--- config.mk ---
export PLATFORM = sky130hd
export DESIGN_NAME = aes_shiftmix_col_flat
export DESIGN_NICKNAME = d
export VERILOG_FILES = /design/src/rtl/aes_shiftmix_col_if.sv /design/src/rtl/aes_shiftmix_col.sv /design/src/flat_wrapper.sv
export SDC_FILE = /design/constraint.sdc
export NUM_CORES = 1
export LEC_CHECK = 0
export BUFFER_PORTS_ARGS = -buffer_cell sky130_fd_sc_hd__buf_2
export CORE_MARGIN = 1.5
export CORE_UTILIZATION = 25
export CTS_CLUSTER_DIAMETER = 150
export CTS_CLUSTER_SIZE = 14
export DETAILED_ROUTE_END_ITERATION = 8
export PLACE_DENSITY_LB_ADDON = 0.25
export SLEW_MARGIN = 5
export SYNTH_ARGS = -nofsm -noshare
export SYNTH_HDL_FRONTEND = slang
export SYNTH_SLANG_ARGS = --single-unit
export TNS_END_PERCENT = 20
--- constraint.sdc ---
create_clock -name clk_i -period 4.8 [get_ports clk_i]
set_clock_uncertainty 0.2 [all_clocks]
set_input_delay 0 -clock clk_i [delete_from_list [all_inputs] [get_ports clk_i]]
set_output_delay 0 -clock clk_i [all_outputs]
set_load 0.05 [all_outputs]
--- src/rtl/aes_shiftmix_col_if.sv ---
// Handshake and data bundle between the SubBytes stage and the ShiftRows/MixColumns stage.
//   en_i          start strobe (from the SubBytes stage done_o)
//   last_round_i  1 = ShiftRows only, skip MixColumns
//   state_i       128-bit state after SubBytes
//   busy_o        block in progress
//   done_o        one-cycle pulse when state_o takes a new result
//   state_o       registered 128-bit result
interface aes_shiftmix_col_if;
    localparam int unsigned STATE_W = 128;

    logic               en_i;
    logic               last_round_i;
    logic [STATE_W-1:0] state_i;
    logic               busy_o;
    logic               done_o;
    logic [STATE_W-1:0] state_o;

    // Upstream side: drives the start strobe and the state.
    modport master (
        output en_i, last_round_i, state_i,
        input  busy_o, done_o, state_o
    );

    // Stage side.
    modport slave (
        input  en_i, last_round_i, state_i,
        output busy_o, done_o, state_o
    );
endinterface

--- src/rtl/aes_shiftmix_col.sv ---
// AES round stage: ShiftRows on accept, then MixColumns one column per cycle through a
// single shared column mixer; last_round_i bypasses the mixer but keeps the same latency.
//   clk_i  clock (rising edge)
//   rst_n  asynchronous active-low reset
//   bus    aes_shiftmix_col_if.slave (en_i, last_round_i, state_i, busy_o, done_o, state_o)
module aes_shiftmix_col (
    input  logic                 clk_i,
    input  logic                 rst_n,
    aes_shiftmix_col_if.slave    bus
);
    localparam int unsigned STATE_W = 128;
    localparam int unsigned COL_W   = 32;
    localparam int unsigned CNT_W   = 2;
    localparam int unsigned IDX_W   = 7;

    typedef enum logic {IDLE, RUN} fsm_t;

    fsm_t               state_q, state_d;
    logic [STATE_W-1:0] work_q, work_d;
    logic [STATE_W-1:0] acc_q, acc_d;
    logic [STATE_W-1:0] res_q, res_d;
    logic [CNT_W-1:0]   cnt_q, cnt_d;
    logic               lr_q, lr_d;
    logic               done_q, done_d;
    logic               busy_q, busy_d;
    logic [IDX_W-1:0]   col_idx;
    logic [COL_W-1:0]   col_in;
    logic [COL_W-1:0]   col_new;

    // GF(2^8) multiply by 2.
    function automatic logic [7:0] xtime(input logic [7:0] x);
        return {x[6:0], 1'b0} ^ (x[7] ? 8'h1B : 8'h00);
    endfunction

    // MixColumns on one column; a0 (row 0) is the most significant byte.
    function automatic logic [COL_W-1:0] mix_col(input logic [COL_W-1:0] c);
        logic [7:0] a0, a1, a2, a3;
        logic [7:0] d0, d1, d2, d3;
        {a0, a1, a2, a3} = c;
        d0 = xtime(a0);
        d1 = xtime(a1);
        d2 = xtime(a2);
        d3 = xtime(a3);
        return {d0 ^ d1 ^ a1 ^ a2 ^ a3,
                a0 ^ d1 ^ d2 ^ a2 ^ a3,
                a0 ^ a1 ^ d2 ^ d3 ^ a3,
                d0 ^ a0 ^ a1 ^ a2 ^ d3};
    endfunction

    // Row r rotates left by r; bytes are column-major with s(0,0) in the top byte.
    function automatic logic [STATE_W-1:0] shift_rows(input logic [STATE_W-1:0] s);
        logic [STATE_W-1:0] o;
        o = '0;
        for (int c = 0; c < 4; c++) begin
            for (int r = 0; r < 4; r++) begin
                o[127-8*(4*c+r) -: 8] = s[127-8*(4*((c+r)%4)+r) -: 8];
            end
        end
        return o;
    endfunction

    // Column c lives at bit offset 32*(3-c); ~cnt_q equals 3-cnt_q for a 2-bit counter.
    assign col_idx = {~cnt_q, 5'd0};
    assign col_in  = work_q[col_idx +: COL_W];
    assign col_new = lr_q ? col_in : mix_col(col_in);

    // Next-state and datapath control.
    always_comb begin
        state_d = state_q;
        work_d  = work_q;
        acc_d   = acc_q;
        res_d   = res_q;
        cnt_d   = cnt_q;
        lr_d    = lr_q;
        done_d  = 1'b0;
        busy_d  = busy_q;
        case (state_q)
            IDLE: begin
                if (bus.en_i) begin
                    work_d  = shift_rows(bus.state_i);
                    lr_d    = bus.last_round_i;
                    cnt_d   = '0;
                    busy_d  = 1'b1;
                    state_d = RUN;
                end
            end
            RUN: begin
                acc_d[col_idx +: COL_W] = col_new;
                cnt_d = cnt_q + CNT_W'(1);
                if (cnt_q == CNT_W'(3)) begin
                    // Publish the whole state at once so state_o is never partially mixed.
                    res_d   = {acc_q[STATE_W-1:COL_W], col_new};
                    done_d  = 1'b1;
                    busy_d  = 1'b0;
                    state_d = IDLE;
                end
            end
            default: state_d = IDLE;
        endcase
    end

    // State and output registers.
    always_ff @(posedge clk_i or negedge rst_n) begin
        if (!rst_n) begin
            state_q <= IDLE;
            work_q  <= '0;
            acc_q   <= '0;
            res_q   <= '0;
            cnt_q   <= '0;
            lr_q    <= 1'b0;
            done_q  <= 1'b0;
            busy_q  <= 1'b0;
        end else begin
            state_q <= state_d;
            work_q  <= work_d;
            acc_q   <= acc_d;
            res_q   <= res_d;
            cnt_q   <= cnt_d;
            lr_q    <= lr_d;
            done_q  <= done_d;
            busy_q  <= busy_d;
        end
    end

    assign bus.busy_o  = busy_q;
    assign bus.done_o  = done_q;
    assign bus.state_o = res_q;
endmodule

--- src/flat_wrapper.sv ---
// flat-port wrapper written by rule: the top's interface ports become plain ports
module aes_shiftmix_col_flat 
  (clk_i, rst_n, bus_en_i, bus_last_round_i, bus_state_i, bus_busy_o, bus_done_o, bus_state_o);
  aes_shiftmix_col_if bus_i ();
  input  logic clk_i;
  input  logic rst_n;
  input wire logic [$bits(bus_i.en_i)-1:0] bus_en_i;
  input wire logic [$bits(bus_i.last_round_i)-1:0] bus_last_round_i;
  input wire logic [$bits(bus_i.state_i)-1:0] bus_state_i;
  output wire logic [$bits(bus_i.busy_o)-1:0] bus_busy_o;
  output wire logic [$bits(bus_i.done_o)-1:0] bus_done_o;
  output wire logic [$bits(bus_i.state_o)-1:0] bus_state_o;
  assign bus_i.en_i = bus_en_i;
  assign bus_i.last_round_i = bus_last_round_i;
  assign bus_i.state_i = bus_state_i;
  assign bus_busy_o = bus_i.busy_o;
  assign bus_done_o = bus_i.done_o;
  assign bus_state_o = bus_i.state_o;
  aes_shiftmix_col u_core (.clk_i(clk_i), .rst_n(rst_n), .bus(bus_i));
endmodule
# Word-level counts from Yosys, hierarchy flattened

Cells that the tools add are included.

Magnitude comparators: 0
Equal/unequal tests: 3
Muxes and demuxes: 16
Multiply operators: 0
Add/sub/neg operators: 2
Reduce and logical (&&, ||, !) cells: 3
Div/mod/pow operators: 0
Shift-type cells: 3
Bitwise gates (word level): 22

Operators by type and width:

| cell                                                                     | count |
|---|---|
| 8-bit bitwise XOR                                                        | 20 |
| 128-bit bitwise mux                                                      | 1 |
| 32-bit by 9-bit variable shift with 128-bit output, first input constant | 1 |
| 128-bit by 8-bit indexed part select with 32-bit output                  | 1 |
| 32-bit by 9-bit indexed part select with 128-bit output                  | 1 |
| 32-bit two-way mux                                                       | 1 |
| 5-bit two-way mux                                                        | 4 |
| 7-bit negator with 9-bit output                                          | 1 |
| 1-bit two-way mux                                                        | 6 |
| 2-bit AND reduction                                                      | 3 |
| 2-bit inequality test, second input constant                             | 2 |
| 1-bit one-hot mux with 2 select lines                                    | 2 |
| 2-bit one-hot mux with 2 select lines                                    | 1 |
| 2-bit by 1-bit adder with 2-bit output, second input constant            | 1 |
| 2-bit equality test, second input constant                               | 1 |
| 2-bit two-way mux                                                        | 1 |
| 2-bit NOT                                                                | 1 |
| 1-bit NOT                                                                | 1 |

Logic and storage cells: 57
Output and inout bits: 130
Memories: 0
Memory bits (read-only): 0
Input port bits: 132
Register bits: 390
Bits in writable memories: 0
Latch bits: 0

# Depth between registers and ports, before layout

Depth after elaboration: 11
Depth in mapped cells: 10
Mapped depth without buffers: 6

# Worst setup path before layout

Ideal clock, no wire load.

Path kind: register to register
Start: register u_core.cnt_q[0]
End: register u_core.acc_q[106]
Clock period less this slack: 2.478 ns
Slack: 2.322 ns
Data required time: 4.469 ns
Arrival: 2.147 ns
Path buffers: 3
Stages on the path, launching flop included: 8
Library setup time: 0.131 ns
Cells stage by stage: dfrtp_1 -> buf_6 -> buf_8 -> mux4_2 -> buf_2 -> xnor3_1 -> xnor2_1 -> o21ai_1

Longest elaborated chain between the ends: 11
Elaborated cells on any way between the ends: 31
Those cells by class: add/sub (1); shift (3); mux (6); bitwise (21)

Ends and longest elaborated chain:

| element                                                 | line                                                                   | source |
|---|---|---|
| from (decl)                                             | aes_shiftmix_col.sv:22                                                 | `logic [CNT_W-1:0] cnt_q, cnt_d;` |
| from (signal assigned)                                  | aes_shiftmix_col.sv:118                                                | `cnt_q <= cnt_d;` |
| 2-bit NOT (*)                                           | aes_shiftmix_col.sv:63                                                 | `assign col_idx = {~cnt_q, 5'd0};` |
| 128-bit by 8-bit indexed part select with 32-bit output | aes_shiftmix_col.sv:64                                                 | `assign col_in = work_q[col_idx +: COL_W];` |
| 5-bit two-way mux                                       | aes_shiftmix_col.sv:32                                                 | `return {x[6:0], 1'b0} ^ (x[7] ? 8'h1B : 8'h00);` |
| 8-bit bitwise XOR                                       | aes_shiftmix_col.sv:32                                                 |  |
| 8-bit bitwise XOR (on tied branches) (4 in series)      | aes_shiftmix_col.sv:47, aes_shiftmix_col.sv:44, aes_shiftmix_col.sv:45 |  |
| 32-bit two-way mux                                      | aes_shiftmix_col.sv:65                                                 | `assign col_new = lr_q ? col_in : mix_col(col_in);` |
| 32-bit by 9-bit indexed part select with 128-bit output | aes_shiftmix_col.sv:88                                                 | `acc_d[col_idx +: COL_W] = col_new;` |
| 128-bit bitwise mux (*)                                 | aes_shiftmix_col.sv:88                                                 |  |
| to (signal assigned)                                    | aes_shiftmix_col.sv:107                                                | `acc_q <= '0;` |
| to (signal assigned)                                    | aes_shiftmix_col.sv:116                                                | `acc_q <= acc_d;` |
| to (decl)                                               | aes_shiftmix_col.sv:20                                                 | `logic [STATE_W-1:0] acc_q, acc_d;` |

Every way passes the cells marked *; elsewhere a longest branch is shown, timed or not.
A chain may end at the register's enable or synchronous reset.

# Worst setup path after layout

Start: register u_core.cnt_q[0]
End: register u_core.res_q[23], in the netlist u_core.bus.state_o[23]

Longest elaborated chain between the ends: 8
Elaborated cells on any way between the ends: 11
Those cells by class: eq/ne (1); shift (1); mux (1); bitwise (7); reduce/logical (1)

Ends and longest elaborated chain:

| element                                                 | line                    | source |
|---|---|---|
| 2-bit NOT                                               | aes_shiftmix_col.sv:63  |  |
| 128-bit by 8-bit indexed part select with 32-bit output | aes_shiftmix_col.sv:64  |  |
| 8-bit bitwise XOR                                       | aes_shiftmix_col.sv:32  |  |
| 8-bit bitwise XOR (4 in series)                         | aes_shiftmix_col.sv:45  | `a0 ^ d1 ^ d2 ^ a2 ^ a3,` |
| 32-bit two-way mux                                      | aes_shiftmix_col.sv:65  |  |
| to (signal assigned)                                    | aes_shiftmix_col.sv:117 | `res_q <= res_d;` |
| to (decl)                                               | aes_shiftmix_col.sv:21  | `logic [STATE_W-1:0] res_q, res_d;` |

Parallel ways exist; a longest one is shown, timed or not.

==> metrics list <==
- The flow ran to the end, and the final reports show no timing, DRC or antenna violations.
- Synthesis produced 1080 cells.
* Cts hold-fix bufs: around 240
* Worst Setup Path Type: reg2reg
* Placer's final routability congestion estimate: approximately 0.77
- Post-Syn Area per Cell: 14.7 sq um
- Clock tree from TritonCTS: yes
- The floorplan step defined a core boundary enclosing 0.0629 sq mm.
- The synthesized netlist devotes 10.2% of its cell area to compound gates.
- Of the total synthesized cell area, the portion taken by full adders, half adders and majority gates is less than 1%.
* Yosys warns: 0
* Post-route antenna net violation count: 0
- First-pass GRT wire length: 77800 um
- CTS built an H-tree with a depth of 1.
* Total of flip-flops plus latches after synthesis: 358
- The sequential cells in the finished layout cover a total of 0.00896 sq mm.
- In this run the horizontal extent of the chip is 255 um.
- On the critical path the largest part of the delay comes from flip-flops.
- DRC marker count from the first detailed-route iteration: 578
- Critical path launch point type: flip-flop
- In the routed design, unresolved DRC markers number 0.
* Buffers & Inverters on Critical Path: 1
- The tool flagged a number of max-cap violations equal to 0.
- In the final routed layout, each cell accounts on average for 22.2 um.
* Worst setup margin: between 1 and 1.5 ns
- Number of endpoints failing setup at the final stage: 0
* Post-Synth XOR/XNOR Area: just under 9%
- Worst reg2reg path depth: 5
* Mux share of post-synthesis cell area: 20.6%
- Final WL: around 53000 um
- Utilization after layout: 33.6%
- CP arrival: 3.91 ns
- For this run, the detailed router's first-pass iteration total came to 5.
* Total via count after detailed routing: 11000
* Die Outline Area: 0.0648 sq mm
* Maximum number of pins on one net before global-route repair: 108
- By area, the combinational part of the netlist is dominated by multiplexers.
* Highest clock rate: roughly 280 MHz
- At the pin with the least slew margin, the transition time is 1.02 ns.
* Via count normalized by instance count: 4.63
- The worst pin sits at a relative slew slack of 32.3%.
- In this run the number of cells on the critical path is 5.
- Global routing consumed, over all layers together, 16.2% of the routing resources.
- Fraction of the mapped netlist area in simple logic gates: 0.735%
- TritonCTS Sinks: about 360
* Row count: 92
- Sequential cells were found to cover 56.6% of the synthesized design area.
- Clock latency on the worst-skew pair: approximately 0.57 ns
- After legalization and detailed placement, the total HPWL measured around 36000 um.
* Post-place setup slack: slightly above 1 ns
- The worst setup path is captured at a flip-flop.
- Cells with a size suffix above 1 make up 38.5% of the layout.
- Global routing finished with a remaining overflow of 0.
* CTS resizes: 0
* Count of filler cells inserted in the layout: roughly 6300
- Initial cell density of the core: 25.2%
- After routing, the total negative slack on setup checks comes to 0 ns.
* Initial antenna violation count: 5
* WHS Path Cells: 3
* Syn Nets: 1216
* Crit path max fanout: 42
* Worst path max stage delay: between 1 and 1.5 ns
- Clock tree root buffer cell: clkbuf_16
- Multi-input combinational cell area: 0.00646 sq mm
* Ports placed on the boundary: 262
* Clk slew on worst S/H paths: around 0.07 ns
- The max-slew violation total from the final report came to 0.
* Postcts setup bufs: 0
- Worst path required time: 5.08 ns
- The final hold violation count came to 0.
- Critical-path cell with the highest stage delay: dfrtp_2
* Setup repair after global routing missed its margin: false
- In this run the cell area of the synthesized design comes to 0.0158 sq mm.
- Via count of the first global-routing pass: roughly 12000
* Vert. Die Dim: 255 um
- After layout, the worst path uses between 70% and 80% of the clock period.
- TritonCTS Buffers: 29
- In this run, distinct cell masters in the synthesized netlist total 35.
- During placement, the flow inserted port buffers numbering between 200 and 300.
- Traced cell by cell, the critical path runs through ha_1 -> nand2_4 -> inv_2 -> nand2b_2 -> o21ai_0.
- Type of the tightest min-delay check: in2reg
- Subtracting the final worst setup slack from the clock period gives 3.63 ns.
- Compared with the post-synthesis result, the final layout area differs by 33.3%.
- Number of buffers between clock root and the deepest sink: 3
* Layout net count: 1662
-- flip-flops by register name (all words and copies together) (netlist names) --
| name | cells |
|---|---|
| u_core.acc_q | 96 |
| u_core.bus.busy_o | 1 |
| u_core.bus.done_o | 1 |
| u_core.bus.state_o | 128 |
| u_core.cnt_q | 2 |
| u_core.lr_q | 1 |
| u_core.state_q | 1 |
| u_core.work_q | 128 |
-- worst register-to-register path: stages (launching register included) --
cell and delay [ns]:
dfrtp_2 1.04, ha_1 0.50, nand2_4 0.43, inv_2 0.42, nand2b_2 0.56, o21ai_0 0.39
-- through the flow --
stage | hold slack [ns] | instances | area [sq um]
2_1_floorplan | -0.496 | 1080 | 15800
3_5_place_dp | -0.0339 | 2105 | 18000
3_3_place_gp | -0.0481 | 2105 | 18000
5_1_grt | 0.0157 | 2375 | 21100
6_report | 0.0216 | 2375 | 21100
4_1_cts | 0.000744 | 2371 | 21100
-- cell families after synthesis --
| group | after synthesis |
|---|---|
| DFF | 358 |
| AOI/OAI and AO/OA | 258 |
| muxes | 258 |
| buffers and inverters | 103 |
| xor gates and xnor gates | 77 |
| and+or+nand+nor | 22 |
| adders and majority gates | 4 |
-- cell usage in the layout, fill, tap and decap left out, types with 2 or more instances in the layout --
master	netlist	routed
mux2_2	226	226
xnor3_1	30	30
buf_4	4	13
o21ai_0	21	21
nor4_2	0	2
dlygate4sd3_1	0	235
inv_1	4	4
ha_1	4	4
diode_2	0	3
buf_2	23	260
xnor2_2	7	7
nor2_1	4	4
o21ai_1	107	107
a22oi_1	128	128
dfrtp_1	358	356
xor3_1	13	13
xor2_1	11	11
clkbuf_16	0	29
dfrtp_2	0	2
mux4_2	32	32
buf_12	0	3
nand2_1	6	4
xnor2_1	12	12
xor2_2	3	3
-- worst paths after layout --
| check | from | end | slack [ns] |
|---|---|---|---|
| min | bus_state_i[121] | u_core.work_q[121] | 0.02 |
| max | u_core.cnt_q[0] | u_core.bus.state_o[23] | 1.17 |
| min in group asynchronous | rst_n | u_core.acc_q[90] | 0.36 |
| max in group asynchronous | rst_n | u_core.work_q[66] | 2.94 |
| max reg2reg | u_core.cnt_q[0] | u_core.bus.state_o[23] | 1.17 |
| min reg2reg | u_core.bus.state_o[117] | u_core.bus.state_o[117] | 0.30 |
-- synthesized netlist by cell type --
| cell | count | share of area (%) |
|---|---|---|
| buf_4 | 4 | 0.19 |
| ha_1 | 4 | 0.32 |
| nand2b_1 | 2 | 0.079 |
| xor3_1 | 13 | 2.0 |
| inv_2 | 1 | 0.024 |
| xor2_1 | 11 | 0.61 |
| xnor2_1 | 12 | 0.66 |
| and3_1 | 1 | 0.040 |
| mux4_2 | 32 | 4.6 |
| mux2_2 | 226 | 16 |
| xnor2_4 | 1 | 0.17 |
| buf_2 | 23 | 0.73 |
| inv_1 | 4 | 0.095 |
| nor3_1 | 1 | 0.032 |
| nor2_1 | 4 | 0.095 |
| and4_1 | 1 | 0.055 |
| buf_6 | 1 | 0.071 |
| o21ai_0 | 21 | 0.66 |
| xnor2_2 | 7 | 0.72 |
| dfrtp_1 | 358 | 57 |
| nor2b_1 | 2 | 0.079 |
| nor4_1 | 2 | 0.079 |
| a21o_1 | 1 | 0.047 |
| a22oi_1 | 128 | 6.1 |
| buf_1 | 7 | 0.17 |
| o21ai_1 | 107 | 3.4 |
| xnor3_1 | 30 | 4.3 |
| and2_1 | 1 | 0.040 |
| o31ai_1 | 1 | 0.047 |
| buf_8 | 1 | 0.095 |
| nand4b_1 | 1 | 0.055 |
| clkbuf_1 | 62 | 1.5 |
| xor2_2 | 3 | 0.31 |
| nand2_1 | 6 | 0.14 |
| nand4_1 | 1 | 0.040 |
-- cell type report --
| cell class | count | area share (%) |
|---|---|---|
| Multi-Input combinational cell | 619 | 30.6 |
| Timing Repair Buffer | 513 | 18.3 |
| Clock inverter | 1 | 0.0415 |
| Sequential cell | 358 | 42.5 |
| Antenna cell | 3 | 0.0356 |
| Clock buffer | 30 | 3.46 |
| Tap cell | 846 | 5.02 |
| Inverter | 5 | 0.0890 |
-- metal layers --
| layer | track usage (%) | share of wire (%) | vias to the layer above |
|---|---|---|---|
| li1 | - | - | 4868 |
| met1 | 22.3 | 45 | 5761 |
| met2 | 26.4 | 47 | 308 |
| met3 | 2.96 | 5.3 | 67 |
| met4 | 3.82 | 2.0 | 4 |
| met5 | 0 | 0.063 | - |
Power is left out: the tool's default activity adds up to more than one toggle a clock period on the data nets, which glitch-free logic cannot reach.
